**config.mk**
```make
export PLATFORM = sky130hd
export DESIGN_NAME = if_stage
export DESIGN_NICKNAME = d
export VERILOG_FILES = /design/src/rtl/if_stage_pkg.sv /design/src/rtl/if_stage_pc_gen.sv /design/src/rtl/if_stage.sv
export SDC_FILE = /design/constraint.sdc
export NUM_CORES = 1
export LEC_CHECK = 0
export ABC_CLOCK_PERIOD_IN_PS = 3000
export CAP_MARGIN = 25
export CORE_ASPECT_RATIO = 1.75
export CORE_MARGIN = 5
export CORE_UTILIZATION = 30
export CTS_BUF_LIST = sky130_fd_sc_hd__clkbuf_2
export DETAILED_ROUTE_END_ITERATION = 12
export SLEW_MARGIN = 5
export SYNTH_ARGS = -nofsm -noshare
export SYNTH_HDL_FRONTEND = slang
export SYNTH_SLANG_ARGS = --single-unit
```
**constraint.sdc**
```tcl
create_clock -name clk -period 3 [get_ports clk]
set_input_delay 0.45 -clock clk [delete_from_list [all_inputs] [get_ports clk]]
set_output_delay 0.45 -clock clk [all_outputs]
set_load 0.01 [all_outputs]
```
**src/rtl/if_stage_pkg.sv**
```systemverilog
// Shared constants, state encodings and PC-update opcodes for the fetch stage.
// Build option: define IF_DELAY_SLOT_EN to deliver the word after a taken branch.
package if_stage_pkg;

    localparam logic [31:0] IF_RESET_PC = 32'hBFC0_0000;
    localparam logic [31:0] IF_PC_STEP  = 32'd4;
    localparam logic [31:0] NOP_INST    = 32'h0000_0000;

`ifdef IF_DELAY_SLOT_EN
    localparam bit IF_DELAY_SLOT = 1'b1;
`else
    localparam bit IF_DELAY_SLOT = 1'b0;
`endif

    typedef enum logic [1:0] {
        IF_IDLE = 2'd0,
        IF_REQ  = 2'd1,
        IF_HOLD = 2'd2
    } if_state_e;

    typedef enum logic [1:0] {
        PC_HOLD        = 2'd0,
        PC_ADVANCE     = 2'd1,
        PC_REDIRECT    = 2'd2,
        PC_SET_PENDING = 2'd3
    } pc_op_e;

    function automatic logic [31:0] align_word(input logic [31:0] addr);
        return addr & ~32'h3;
    endfunction

endpackage

```
**src/rtl/if_stage_pc_gen.sv**
```systemverilog
// Fetch PC register: sequential step, immediate redirect, or a redirect parked
// until the fetch currently on the bus completes.
module if_stage_pc_gen
    import if_stage_pkg::*;
#(
    parameter logic [31:0] RESET_PC = IF_RESET_PC,
    parameter logic [31:0] PC_STEP  = IF_PC_STEP
) (
    input  logic        clk,
    input  logic        rst,
    input  pc_op_e      pc_op_i,
    input  logic [31:0] target_i,
    output logic [31:0] fetch_pc_o
);

    logic [31:0] fetch_pc_q, fetch_pc_d;
    logic [31:0] pend_pc_q, pend_pc_d;
    logic        pend_q, pend_d;

    always_comb begin
        fetch_pc_d = fetch_pc_q;
        pend_pc_d  = pend_pc_q;
        pend_d     = pend_q;
        case (pc_op_i)
            // A parked target takes priority over the sequential step.
            PC_ADVANCE: begin
                fetch_pc_d = pend_q ? pend_pc_q : fetch_pc_q + PC_STEP;
                pend_d     = 1'b0;
            end
            PC_REDIRECT: begin
                fetch_pc_d = align_word(target_i);
                pend_d     = 1'b0;
            end
            PC_SET_PENDING: begin
                pend_pc_d = align_word(target_i);
                pend_d    = 1'b1;
            end
            default: ;
        endcase
    end

    always_ff @(posedge clk or negedge rst) begin
        if (!rst) begin
            fetch_pc_q <= RESET_PC;
            pend_pc_q  <= 32'h0;
            pend_q     <= 1'b0;
        end else begin
            fetch_pc_q <= fetch_pc_d;
            pend_pc_q  <= pend_pc_d;
            pend_q     <= pend_d;
        end
    end

    assign fetch_pc_o = fetch_pc_q;

endmodule

```
**src/rtl/if_stage.sv**
```systemverilog
// Instruction-fetch stage: req/ack fetch FSM, skid register and output register into ID.
// Build option: IF_DELAY_SLOT_EN (see if_stage_pkg).
module if_stage
    import if_stage_pkg::*;
#(
    parameter logic [31:0] RESET_PC = IF_RESET_PC,
    parameter logic [31:0] PC_STEP  = IF_PC_STEP
) (
    input  logic        clk,
    input  logic        rst,
    input  logic        stall_i,
    input  logic        branchEnable_i,
    input  logic [31:0] branchAddr_i,
    output logic        imemReq_o,
    output logic [31:0] imemAddr_o,
    input  logic        imemAck_i,
    input  logic [31:0] imemData_i,
    output logic [31:0] pc_o,
    output logic [31:0] inst_o,
    output logic        valid_o
);

    // state   | meaning
    // IF_IDLE | reset, first request issued on the next edge
    // IF_REQ  | request on the bus (or one-cycle bubble after an ack)
    // IF_HOLD | acked word parked in skid, ID stalled, bus idle
    if_state_e   state_q, state_d;
    logic        req_q, req_d;
    logic        valid_q, valid_d;
    logic [31:0] pc_q, pc_d;
    logic [31:0] inst_q, inst_d;
    logic [31:0] skid_q, skid_d;
    logic        discard_q, discard_d;
    pc_op_e      pc_op;
    logic [31:0] fetch_pc;
    logic        ack, redir, drop, slot_free;

    if_stage_pc_gen #(
        .RESET_PC (RESET_PC),
        .PC_STEP  (PC_STEP)
    ) u_pc_gen (
        .clk        (clk),
        .rst        (rst),
        .pc_op_i    (pc_op),
        .target_i   (branchAddr_i),
        .fetch_pc_o (fetch_pc)
    );

    assign ack       = req_q & imemAck_i;
    assign redir     = branchEnable_i & ~stall_i;
    assign drop      = redir & ~IF_DELAY_SLOT;
    assign slot_free = ~valid_q | ~stall_i;

    always_comb begin
        state_d   = state_q;
        req_d     = req_q;
        valid_d   = valid_q;
        pc_d      = pc_q;
        inst_d    = inst_q;
        skid_d    = skid_q;
        discard_d = discard_q;
        pc_op     = PC_HOLD;
        if (!stall_i) begin
            valid_d = 1'b0;
        end
        case (state_q)
            IF_IDLE: begin
                state_d = IF_REQ;
                req_d   = 1'b1;
            end
            IF_REQ: begin
                req_d = ~ack;
                if (ack && discard_q) begin
                    discard_d = 1'b0;
                    pc_op     = PC_ADVANCE;
                end else if (ack && slot_free) begin
                    pc_op = PC_ADVANCE;
                    if (!drop) begin
                        valid_d = 1'b1;
                        pc_d    = fetch_pc;
                        inst_d  = imemData_i;
                    end
                end else if (ack) begin
                    skid_d  = imemData_i;
                    state_d = IF_HOLD;
                end
                // An outstanding request keeps its address; the target waits for its ack.
                if (redir) begin
                    if (ack) begin
                        pc_op = PC_REDIRECT;
                    end else if (req_q || IF_DELAY_SLOT) begin
                        pc_op     = PC_SET_PENDING;
                        discard_d = ~IF_DELAY_SLOT;
                    end else begin
                        pc_op = PC_REDIRECT;
                    end
                end
            end
            IF_HOLD: begin
                if (!stall_i) begin
                    state_d = IF_REQ;
                    req_d   = 1'b1;
                    pc_op   = redir ? PC_REDIRECT : PC_ADVANCE;
                    if (!drop) begin
                        valid_d = 1'b1;
                        pc_d    = fetch_pc;
                        inst_d  = skid_q;
                    end
                end
            end
            default: begin
                state_d = IF_IDLE;
                req_d   = 1'b0;
            end
        endcase
    end

    always_ff @(posedge clk or negedge rst) begin
        if (!rst) begin
            state_q   <= IF_IDLE;
            req_q     <= 1'b0;
            valid_q   <= 1'b0;
            pc_q      <= 32'h0;
            inst_q    <= NOP_INST;
            skid_q    <= NOP_INST;
            discard_q <= 1'b0;
        end else begin
            state_q   <= state_d;
            req_q     <= req_d;
            valid_q   <= valid_d;
            pc_q      <= pc_d;
            inst_q    <= inst_d;
            skid_q    <= skid_d;
            discard_q <= discard_d;
        end
    end

    assign imemReq_o  = req_q;
    assign imemAddr_o = fetch_pc;
    assign pc_o       = pc_q;
    assign inst_o     = inst_q;
    assign valid_o    = valid_q;

endmodule
```
==> flow_summary.yaml, run 1 <==
synth:
  seq_area_frac_synth: 0.519
  avgSynthCellArea_um2: 11.9
  synth_top_cell_by_area: "dfrtp_1"
  ys_ff_latch: 160
  synth_edf_count: 0
  ys_types: 61
  yosysTopAreaCellShare: 0.488
  synthArstFlopShare: 1.00
  synthTopCellsByArea: "dfrtp_1, mux2_2, dfstp_2"
  synth_flop_cell: "dfrtp_1"
  yosys_warnings: 0
  syn_area_um2: 7740
  yosysMostFrequentCell: "mux2_2"
  syn_inst: 649
  synth_common_cells: "mux2_2, dfrtp_1, nand2_1"
grt:
  grt_usage: 0.143
  first_global_vias: 6124
  antenna_found_initial: 1
  grt_max_degree: 65
  grt_pass1_wl_mm: 33.3
  grt.overflow.total: 0
setup_path:
  crit_buf_inv: 3
  crit_chain: "ha_1 > a32oi_1 > nor2_1 > o21ai_0 > ha_2 > buf_4 > buf_4 > buf_4 > nor2_1 > a221o_1"
  reg2reg_to: "u_pc_gen.fetch_pc_o[11]"
  cp.arrival_ps: 3410
  crit_top_cell: "buf_4"
  max_stage_delay_ps: 460
  critPathMaxFanout: 13
  crit_required_ps: 3690
  worst_setup_path_start_kind: "register"
  timing.reg2reg.worst_path_depth: 10
  reg2reg_from: "state_q[0]"
  cpLargestDelayFamily: "compound AO/OA/AOI/OAI gates"
  crit_type: "register to register"
  worstSetupEndpointType: "register"
  reg2reg_slack_ps: 280
  crit_slowest_cell: "dfrtp_1"
  cp.depth: 10
power_and_ir_drop:
  intPower_uw: 5540
  power_leakage_uw: 0.00421
  p_comb_frac: 0.445
  ir_worst_vdd_mv: 0.318
  p_per_area_nw_per_um2: 853
  p_sw_uw: 3050
  pwr-share-seq: 0.430
  p_total_uw: 8580
  sw_frac_of_total: 0.355
  p_clk_frac: 0.126
sta:
  fmax_mhz: 367
  fin_crit_sh: 0.908
  rsz0062_at_grt: "false"
  report.final.slew_viol_count: 0
  tightest_slew_ps: 634
  fin_crit_ps: 2720
  setup_violations: 0
  hold-worst-slack_ps: 204
  fin_setup_tns_ps: 0
  hold_violations: 0
  relSlewSlack: 0.577
  fin_skew_ps: 45.1
clock_network:
  clkSlewWorstSetupHoldPaths_ps: 240
  ctsHoldBuffers: 1
  clk_latency_ps: 790
  cts_tree: "done"
  cts_root_buf: "clkbuf_2"
  max-clock-path-buffers: 2
  htreeDepth: 4
  cts_resized: 0
  cts.sinks: 160
  numCtsBuffers: 17
  cts_setup_buffers: 0
floorplan:
  core-area_um2: 25300
  pin_count: 167
  die_x_um: 131
  row_count: 77
  start_util: 0.306
  die-area_um2: 29200
  dieHeight_um: 223
detailed_routing:
  wl_mm: 20.4
  route.detailed.drc: 0
  via_per_inst: 5.03
  vias: 5776
  drt_iter0_markers: 297
  ant_nets: 0
  routedWlPerCell_um: 17.8
  dr.pass1.iters: 5
min_path:
  hp-class: "input pin to asynchronous set/reset pin"
finish:
  multi_input_area_um2: 3520
  regArea_um2: 4020
  area_delta_synth_final_pct: 29.9
  num-fill-cells: 2486
  stdcell_count: 1149
  utilization: 0.397
  fin_nets: 896
  drive_above_1_share: 0.286
placed_design:
  gp_congestion: 0.798
  place_hpwl_mm: 14.8
  io_buffers: 160
  dp.cells: 1115
job:
  maxCapViolCount: 0
run_status:
  outcome: "finished, final reports clean"
[stage by stage]
step	cell area, um^2	setup slack, ps
after detailed placement	9850	-193
final	10100	276
after CTS	10100	240
after floorplan	7750	115
after global placement	9840	-197
after global routing	10100	39.0
[layout make-up]
class                           instances  area share
Sequential cell                       160       0.399
Multi-Input combinational cell        437       0.350
Timing Repair Buffer                  190       0.187
Tap cell                              316      0.0393
Clock buffer                           21      0.0105
Clock inverter                         11     0.00896
Inverter                               13     0.00485
Antenna cell                            1    0.000249
[state kept, by name, indices dropped and copies added, names as in the netlist, 2 cells and up]
name	cells
state_q	2
u_pc_gen.fetch_pc_o	30
pc_o	30
inst_o	32
u_pc_gen.pend_pc_q	30
skid_q	32
[per-layer routing]
metal / track usage / vias up / wire, um
met5: 0 / - / 0
met4: 0.0621 / 0 / 540
met3: 0.0426 / 32 / 1110
met2: 0.267 / 162 / 11200
met1: 0.145 / 2877 / 7510
li1: - / 2705 / -
[power by group through the flow]
stage / combinational, uW / clock (uW) / sequential, uW
floorplan: 1860 / 0 / 3820
global placement: 3840 / 0 / 3720
detailed placement: 3890 / 0 / 3740
CTS: 3900 / 1160 / 3700
global route: 4170 / 1250 / 3820
finish: 3820 / 1080 / 3690
[worst max path at each step]
stage | endpoint | start
6_report | u_pc_gen.fetch_pc_o[11] | state_q[0]
5_1_grt | u_pc_gen.fetch_pc_o[11] | state_q[1]
4_1_cts | u_pc_gen.fetch_pc_o[11] | state_q[0]
3_5_place_dp | u_pc_gen.fetch_pc_o[11] | imemAck_i
3_3_place_gp | u_pc_gen.fetch_pc_o[23] | imemAck_i
2_1_floorplan | u_pc_gen.fetch_pc_o[10] | state_q[0]
[placed cells by master, fill, tap and decap left out, types with 7 or more instances in the layout]
| cell type | Yosys | layout |
|---|---|---|
| a21oi_1 | 38 | 38 |
| a22oi_1 | 9 | 9 |
| a31oi_1 | 7 | 7 |
| buf_4 | 6 | 25 |
| clkbuf_2 | 0 | 21 |
| clkdlybuf4s50_1 | 0 | 159 |
| dfrtp_1 | 151 | 151 |
| dfstp_2 | 9 | 9 |
| inv_1 | 11 | 11 |
| mux2_2 | 154 | 154 |
| nand2_1 | 44 | 44 |
| nand3_1 | 12 | 12 |
| nand4_1 | 7 | 7 |
| nor2_1 | 28 | 27 |
| o21ai_0 | 27 | 27 |
| o22ai_1 | 7 | 7 |
| xor2_1 | 8 | 8 |
[cell families after synthesis]
kind of cell,after synthesis,share of synthesized area
muxes,159,0.231
and+or+nand+nor,124,0.0840
other,1,0.000484
buffers and inverters,55,0.0314
DFF,160,0.519
xor gates and xnor gates,13,0.0147
AOI/OAI and AO/OA,129,0.107
adders and majority gates,8,0.0129
Power figures use the tool's default switching activity.
==> run 2, diff against run 1 <==
--- a/config.mk
+++ b/config.mk
@@ -6,9 +6,9 @@
 export NUM_CORES = 1
 export LEC_CHECK = 0
 export ABC_CLOCK_PERIOD_IN_PS = 3000
-export CAP_MARGIN = 25
+export CAP_MARGIN = 20
 export CORE_ASPECT_RATIO = 1.75
-export CORE_MARGIN = 5
+export CORE_MARGIN = 2
 export CORE_UTILIZATION = 30
 export CTS_BUF_LIST = sky130_fd_sc_hd__clkbuf_2
 export DETAILED_ROUTE_END_ITERATION = 12
==> flow_summary.yaml, run 2 (synthesis gave the netlist of run 1 again) <==
placed_design:
  io_buffers: 160
  gp_congestion: 0.799
  place_hpwl_mm: 14.0
  dp.cells: 1117
  place_ws_ps: 133
sta:
  fin_ws_ps: 392
  hold-worst-slack_ps: 133
  relSlewSlack: 0.554
  fmax_mhz: 383
  fin_skew_ps: 54.3
  report.final.slew_viol_count: 0
  fin_setup_tns_ps: 0
  rsz0062_at_grt: "false"
  hold_violations: 0
  setup_violations: 0
  fin_crit_ps: 2610
  tightest_slew_ps: 668
  fin_crit_sh: 0.869
finish:
  num-fill-cells: 2453
  multi_input_area_um2: 3520
  final_common_cell: "clkdlybuf4s50_1"
  fin_nets: 898
  regArea_um2: 4020
  stdcell_count: 1152
  area_delta_synth_final_pct: 31.2
  final_cell_mix: "clkdlybuf4s50_1, mux2_2, dfrtp_1, nand2_1, a21oi_1"
  drive_above_1_share: 0.293
setup_path:
  worstSetupEndpointType: "register"
  cp.arrival_ps: 3300
  crit_required_ps: 3690
  max_stage_delay_ps: 470
  crit_slowest_cell: "dfrtp_1"
  worst_setup_path_start_kind: "register"
  crit_type: "register to register"
  crit_chain: "inv_1 > ha_2 > buf_4 > inv_1 > nand2_1 > a211oi_2 > nand2_1 > buf_4 > mux2_2"
  critPathMaxFanout: 37
floorplan:
  die_x_um: 125
  dieHeight_um: 217
  pin_count: 167
  die-area_um2: 27200
  row_count: 77
  core-area_um2: 25300
  start_util: 0.306
clock_network:
  numCtsBuffers: 17
  max-clock-path-buffers: 2
  clk_latency_ps: 820
  cts_root_buf: "clkbuf_2"
  cts_tree: "done"
  cts.sinks: 160
  cts_resized: 0
  clkSlewWorstSetupHoldPaths_ps: 270
  htreeDepth: 4
detailed_routing:
  routedWlPerCell_um: 17.0
  vias: 5754
  drt_iter0_markers: 244
  dr.pass1.iters: 4
  wl_mm: 19.6
  ant_nets: 0
  route.detailed.drc: 0
  via_per_inst: 4.99
grt:
  first_global_vias: 5948
  grt_pass1_wl_mm: 31.6
  grt.overflow.total: 0
  grt_usage: 0.149
  antenna_found_initial: 1
  grt_max_degree: 66
power_and_ir_drop:
  p_total_uw: 8780
  ir_worst_vdd_mv: 0.428
  p_per_area_nw_per_um2: 864
  power_leakage_uw: 0.00425
run_status:
  outcome: "finished, final reports clean"
min_path:
  hp-class: "input pin to asynchronous set/reset pin"
job:
  maxCapViolCount: 0
[run 2: changes by cell type in the layout (fill, tap and decap cells not counted)]
cell / previous run / this run
clkinv_1: 4 / 0
clkinv_2: 1 / 5
clkbuf_2: 21 / 18
buf_12: 4 / 6
bufinv_16: 1 / 3
diode_2: 1 / 2
inv_8: 0 / 1
[run 2: path summary, 6_finish.rpt]
| check | from | endpoint | slack [ps] | cells past startpoint |
|---|---|---|---|---|
| max | state_q[0] | pc_o[24] | 390 | 9 |
| max reg2reg | state_q[0] | pc_o[24] | 390 | 9 |
| min reg2reg | u_pc_gen.fetch_pc_o[23] | u_pc_gen.fetch_pc_o[23] | 520 | 2 |
| min | rst | pc_o[13] | 130 | 2 |
| min in group clk | branchAddr_i[19] | u_pc_gen.pend_pc_q[19] | 240 | 2 |
| max in group asynchronous | rst | skid_q[17] | 2070 | 3 |
[run 2: report_power, final]
group / leakage, uW / internal, uW / switching, uW
combinational: 0.00209 / 2210 / 1580
sequential: 0.00201 / 3030 / 671
clock: 0.000152 / 469 / 808
[run 2: metrics by stage]
step	utilization	instance area [um^2]
after floorplan	-	7750
after global placement	0.390	9890
after detailed placement	0.390	9890
after CTS	0.401	10200
after global routing	0.401	10200
final	0.401	10200
[run 2: timing repair]
item / 4_1_cts / 5_1_grt
setup buffers: 0 / 0
hold endpoints to repair: 109 / 0
hold buffers: 1 / 0
[run 2: routing by layer]
layer | GRT usage | up-vias | share of wire
met1 | 0.161 | 2864 | 0.39
met2 | 0.270 | 146 | 0.54
met3 | 0.0390 | 30 | 0.048
met5 | 0 | - | 0
met4 | 0.0656 | 0 | 0.025
li1 | - | 2714 | -
[run 2: final cells by class]
| cell class | instances | share of cell area |
|---|---|---|
| Multi-Input combinational cell | 437 | 0.346 |
| Clock buffer | 18 | 0.00887 |
| Antenna cell | 2 | 0.000493 |
| Timing Repair Buffer | 192 | 0.189 |
| Clock inverter | 14 | 0.0164 |
| Sequential cell | 160 | 0.395 |
| Tap cell | 316 | 0.0389 |
| Inverter | 13 | 0.00480 |
[run 2: worst max-delay path: cells and delay by family (launching register included)]
kind,cells,cell delay (ps)
buffers and inverters,4,1150
adder cells (fa/ha/maj),1,200
multiplexers,1,390
AND/OR/NAND/NOR,2,190
flip-flops,1,470
AO/OA/AOI/OAI,1,100
==> run 3, diff against run 2 <==
--- a/config.mk
+++ b/config.mk
@@ -15,4 +15,5 @@
 export SLEW_MARGIN = 5
 export SYNTH_ARGS = -nofsm -noshare
 export SYNTH_HDL_FRONTEND = slang
+export SYNTH_HIERARCHICAL = 1
 export SYNTH_SLANG_ARGS = --single-unit
==> flow_summary.yaml, run 3 <==
floorplan:
  core-area_um2: 26600
  die_x_um: 128
  pin_count: 167
  start_util: 0.306
  dieHeight_um: 222
  die-area_um2: 28500
  row_count: 79
finish:
  fin_nets: 1001
  final_cell_mix: "clkdlybuf4s50_1, dfrtp_1, o21ai_0, nand2_1, mux2_2"
  drive_above_1_share: 0.188
  area_delta_synth_final_pct: 29.9
  final_common_cell: "clkdlybuf4s50_1"
sta:
  fin_crit_ps: 2790
  fin_crit_sh: 0.929
  hold_violations: 0
  tightest_slew_ps: 654
  fin_setup_tns_ps: 0
  fmax_mhz: 359
  setup_violations: 0
  relSlewSlack: 0.564
  report.final.slew_viol_count: 0
  rsz0062_at_grt: "false"
  fin_skew_ps: 27.1
power_and_ir_drop:
  p_clk_frac: 0.139
  power_leakage_uw: 0.00436
  p_per_area_nw_per_um2: 844
  ir_worst_vdd_mv: 0.455
  pwr-share-seq: 0.401
  intPower_uw: 5620
  p_sw_uw: 3300
  p_total_uw: 8920
  p_comb_frac: 0.460
  sw_frac_of_total: 0.370
detailed_routing:
  vias: 6518
  via_per_inst: 5.16
  routedWlPerCell_um: 17.9
  route.detailed.drc: 0
  dr.pass1.iters: 5
  ant_nets: 0
  wl_mm: 22.5
  drt_iter0_markers: 339
grt:
  first_global_vias: 6734
  grt_max_degree: 67
  antenna_found_initial: 2
  grt_usage: 0.164
  grt.overflow.total: 0
  grt_pass1_wl_mm: 36.4
setup_path:
  timing.reg2reg.worst_path_depth: 10
  critPathMaxFanout: 5
  reg2reg_slack_ps: 210
  reg2reg_to: "u_pc_gen/fetch_pc_o[17]"
  reg2reg_from: "state_q[1]"
  crit_required_ps: 3770
  crit_type: "register to register"
  worstSetupEndpointType: "register"
  worst_setup_path_start_kind: "register"
  cp.arrival_ps: 3560
synth:
  ys_types: 69
  yosysTopAreaCellShare: 0.471
  synthArstFlopShare: 1.00
  yosysMostFrequentCell: "dfrtp_1"
  synth_common_cells: "dfrtp_1, o21ai_0, nand2_1"
  yosys_warnings: 6
  avgSynthCellArea_um2: 10.8
  synthTopCellsByArea: "dfrtp_1, mux2_2, mux2_4"
  syn_inst: 751
  ys_ff_latch: 162
  syn_area_um2: 8140
  synth_flop_cell: "dfrtp_1"
  seq_area_frac_synth: 0.500
  synth_top_cell_by_area: "dfrtp_1"
  synth_edf_count: 0
clock_network:
  cts_setup_buffers: 0
  max-clock-path-buffers: 2
  cts_resized: 0
  cts_tree: "done"
  cts.sinks: 162
  cts_root_buf: "clkbuf_2"
  htreeDepth: 4
  clk_latency_ps: 810
  clkSlewWorstSetupHoldPaths_ps: 230
  numCtsBuffers: 17
placed_design:
  io_buffers: 162
  gp_congestion: 0.862
  place_hpwl_mm: 15.8
min_path:
  hp-class: "input pin to asynchronous set/reset pin"
run_status:
  outcome: "finished, final reports clean"
job:
  maxCapViolCount: 0
==> run 3: changes by cell type after synthesis, moves of 10 or more <==
cell / change
mux2_2: -98
o21ai_0: +40
mux2i_1: +34
mux2_4: +30
o21ai_1: +28
a21oi_1: -20
nand2_1: +14
inv_1: +11
nand3_1: +10
==> run 3: critical path, stage by stage (launching register included) <==
cell       delay [ps]
dfrtp_1           470
inv_1              90
ha_1              270
o2111ai_1         180
nor2_1            130
o21a_1            170
inv_1              80
ha_2              340
or3b_2            460
or4_1             480
nand3_1            80
==> run 3: worst max-delay path by stage <==
| stage | from | end | slack [ps] | depth (start not counted) |
|---|---|---|---|---|
| 4_1_cts | state_q[1] | u_pc_gen/fetch_pc_o[17] | 190 | 10 |
| 3_3_place_gp | branchEnable_i | u_pc_gen/fetch_pc_o[17] | 10 | 9 |
| 6_report | state_q[1] | u_pc_gen/fetch_pc_o[17] | 210 | 10 |
| 3_5_place_dp | branchEnable_i | u_pc_gen/fetch_pc_o[17] | 4 | 9 |
| 2_1_floorplan | stall_i | u_pc_gen/fetch_pc_o[17] | 140 | 10 |
| 5_1_grt | state_q[1] | u_pc_gen/fetch_pc_o[17] | 60 | 10 |
==> run 3: cell families after synthesis <==
| family | share of synthesized area |
|---|---|
| fa+ha+maj | 0.0123 |
| mux | 0.178 |
| buf+inv | 0.0434 |
| other cells | 0.000461 |
| simple gates | 0.113 |
| xor+xnor | 0.00431 |
| flops | 0.500 |
| compound gates | 0.149 |
==> run 3: through the flow <==
step                worst slack, ps  utilization  cells  hold WS (ps)  area [um^2]
detailed placement             4.28        0.388   1228           488        10300
CTS                             189        0.398   1261          38.3        10600
global route                   58.2        0.398   1262           114        10600
finish                          212        0.398   1262           174        10600
global placement               11.9        0.388   1228           483        10300
floorplan                       141            -    752           154         8140
==> run 3: area by class of cell <==
type	count	area, um^2
Multi-Input combinational cell	512	3730
Fill cell	2608	16000
Sequential cell	162	4070
Clock buffer	19	95.1
Clock inverter	13	143
Timing Repair Buffer	207	2040
Antenna cell	1	2.50
Inverter	24	90.1
Tap cell	324	405
==> run 3: per-layer routing <==
layer / routed length [um] / GRT usage / share of wire
met5: 16 / 0 / 0.00071
met4: 550 / 0.0624 / 0.024
met3: 900 / 0.0422 / 0.040
met2: 12500 / 0.304 / 0.56
met1: 8540 / 0.174 / 0.38
==> run 3: power by group through the flow <==
stage	registers, uW	clock network [uW]	logic, uW
finish	3570	1240	4100
detailed placement	3630	0	4150
floorplan	3680	0	2130
global route	3700	1390	4470
global placement	3610	0	4110
CTS	3590	1340	4160
==> run 3: what timing repair did <==
item / 4_1_cts / 5_1_grt
setup endpoints to repair: 0 / 0
endpoints found under the hold margin: 109 / 0
hold buffers: 1 / 0
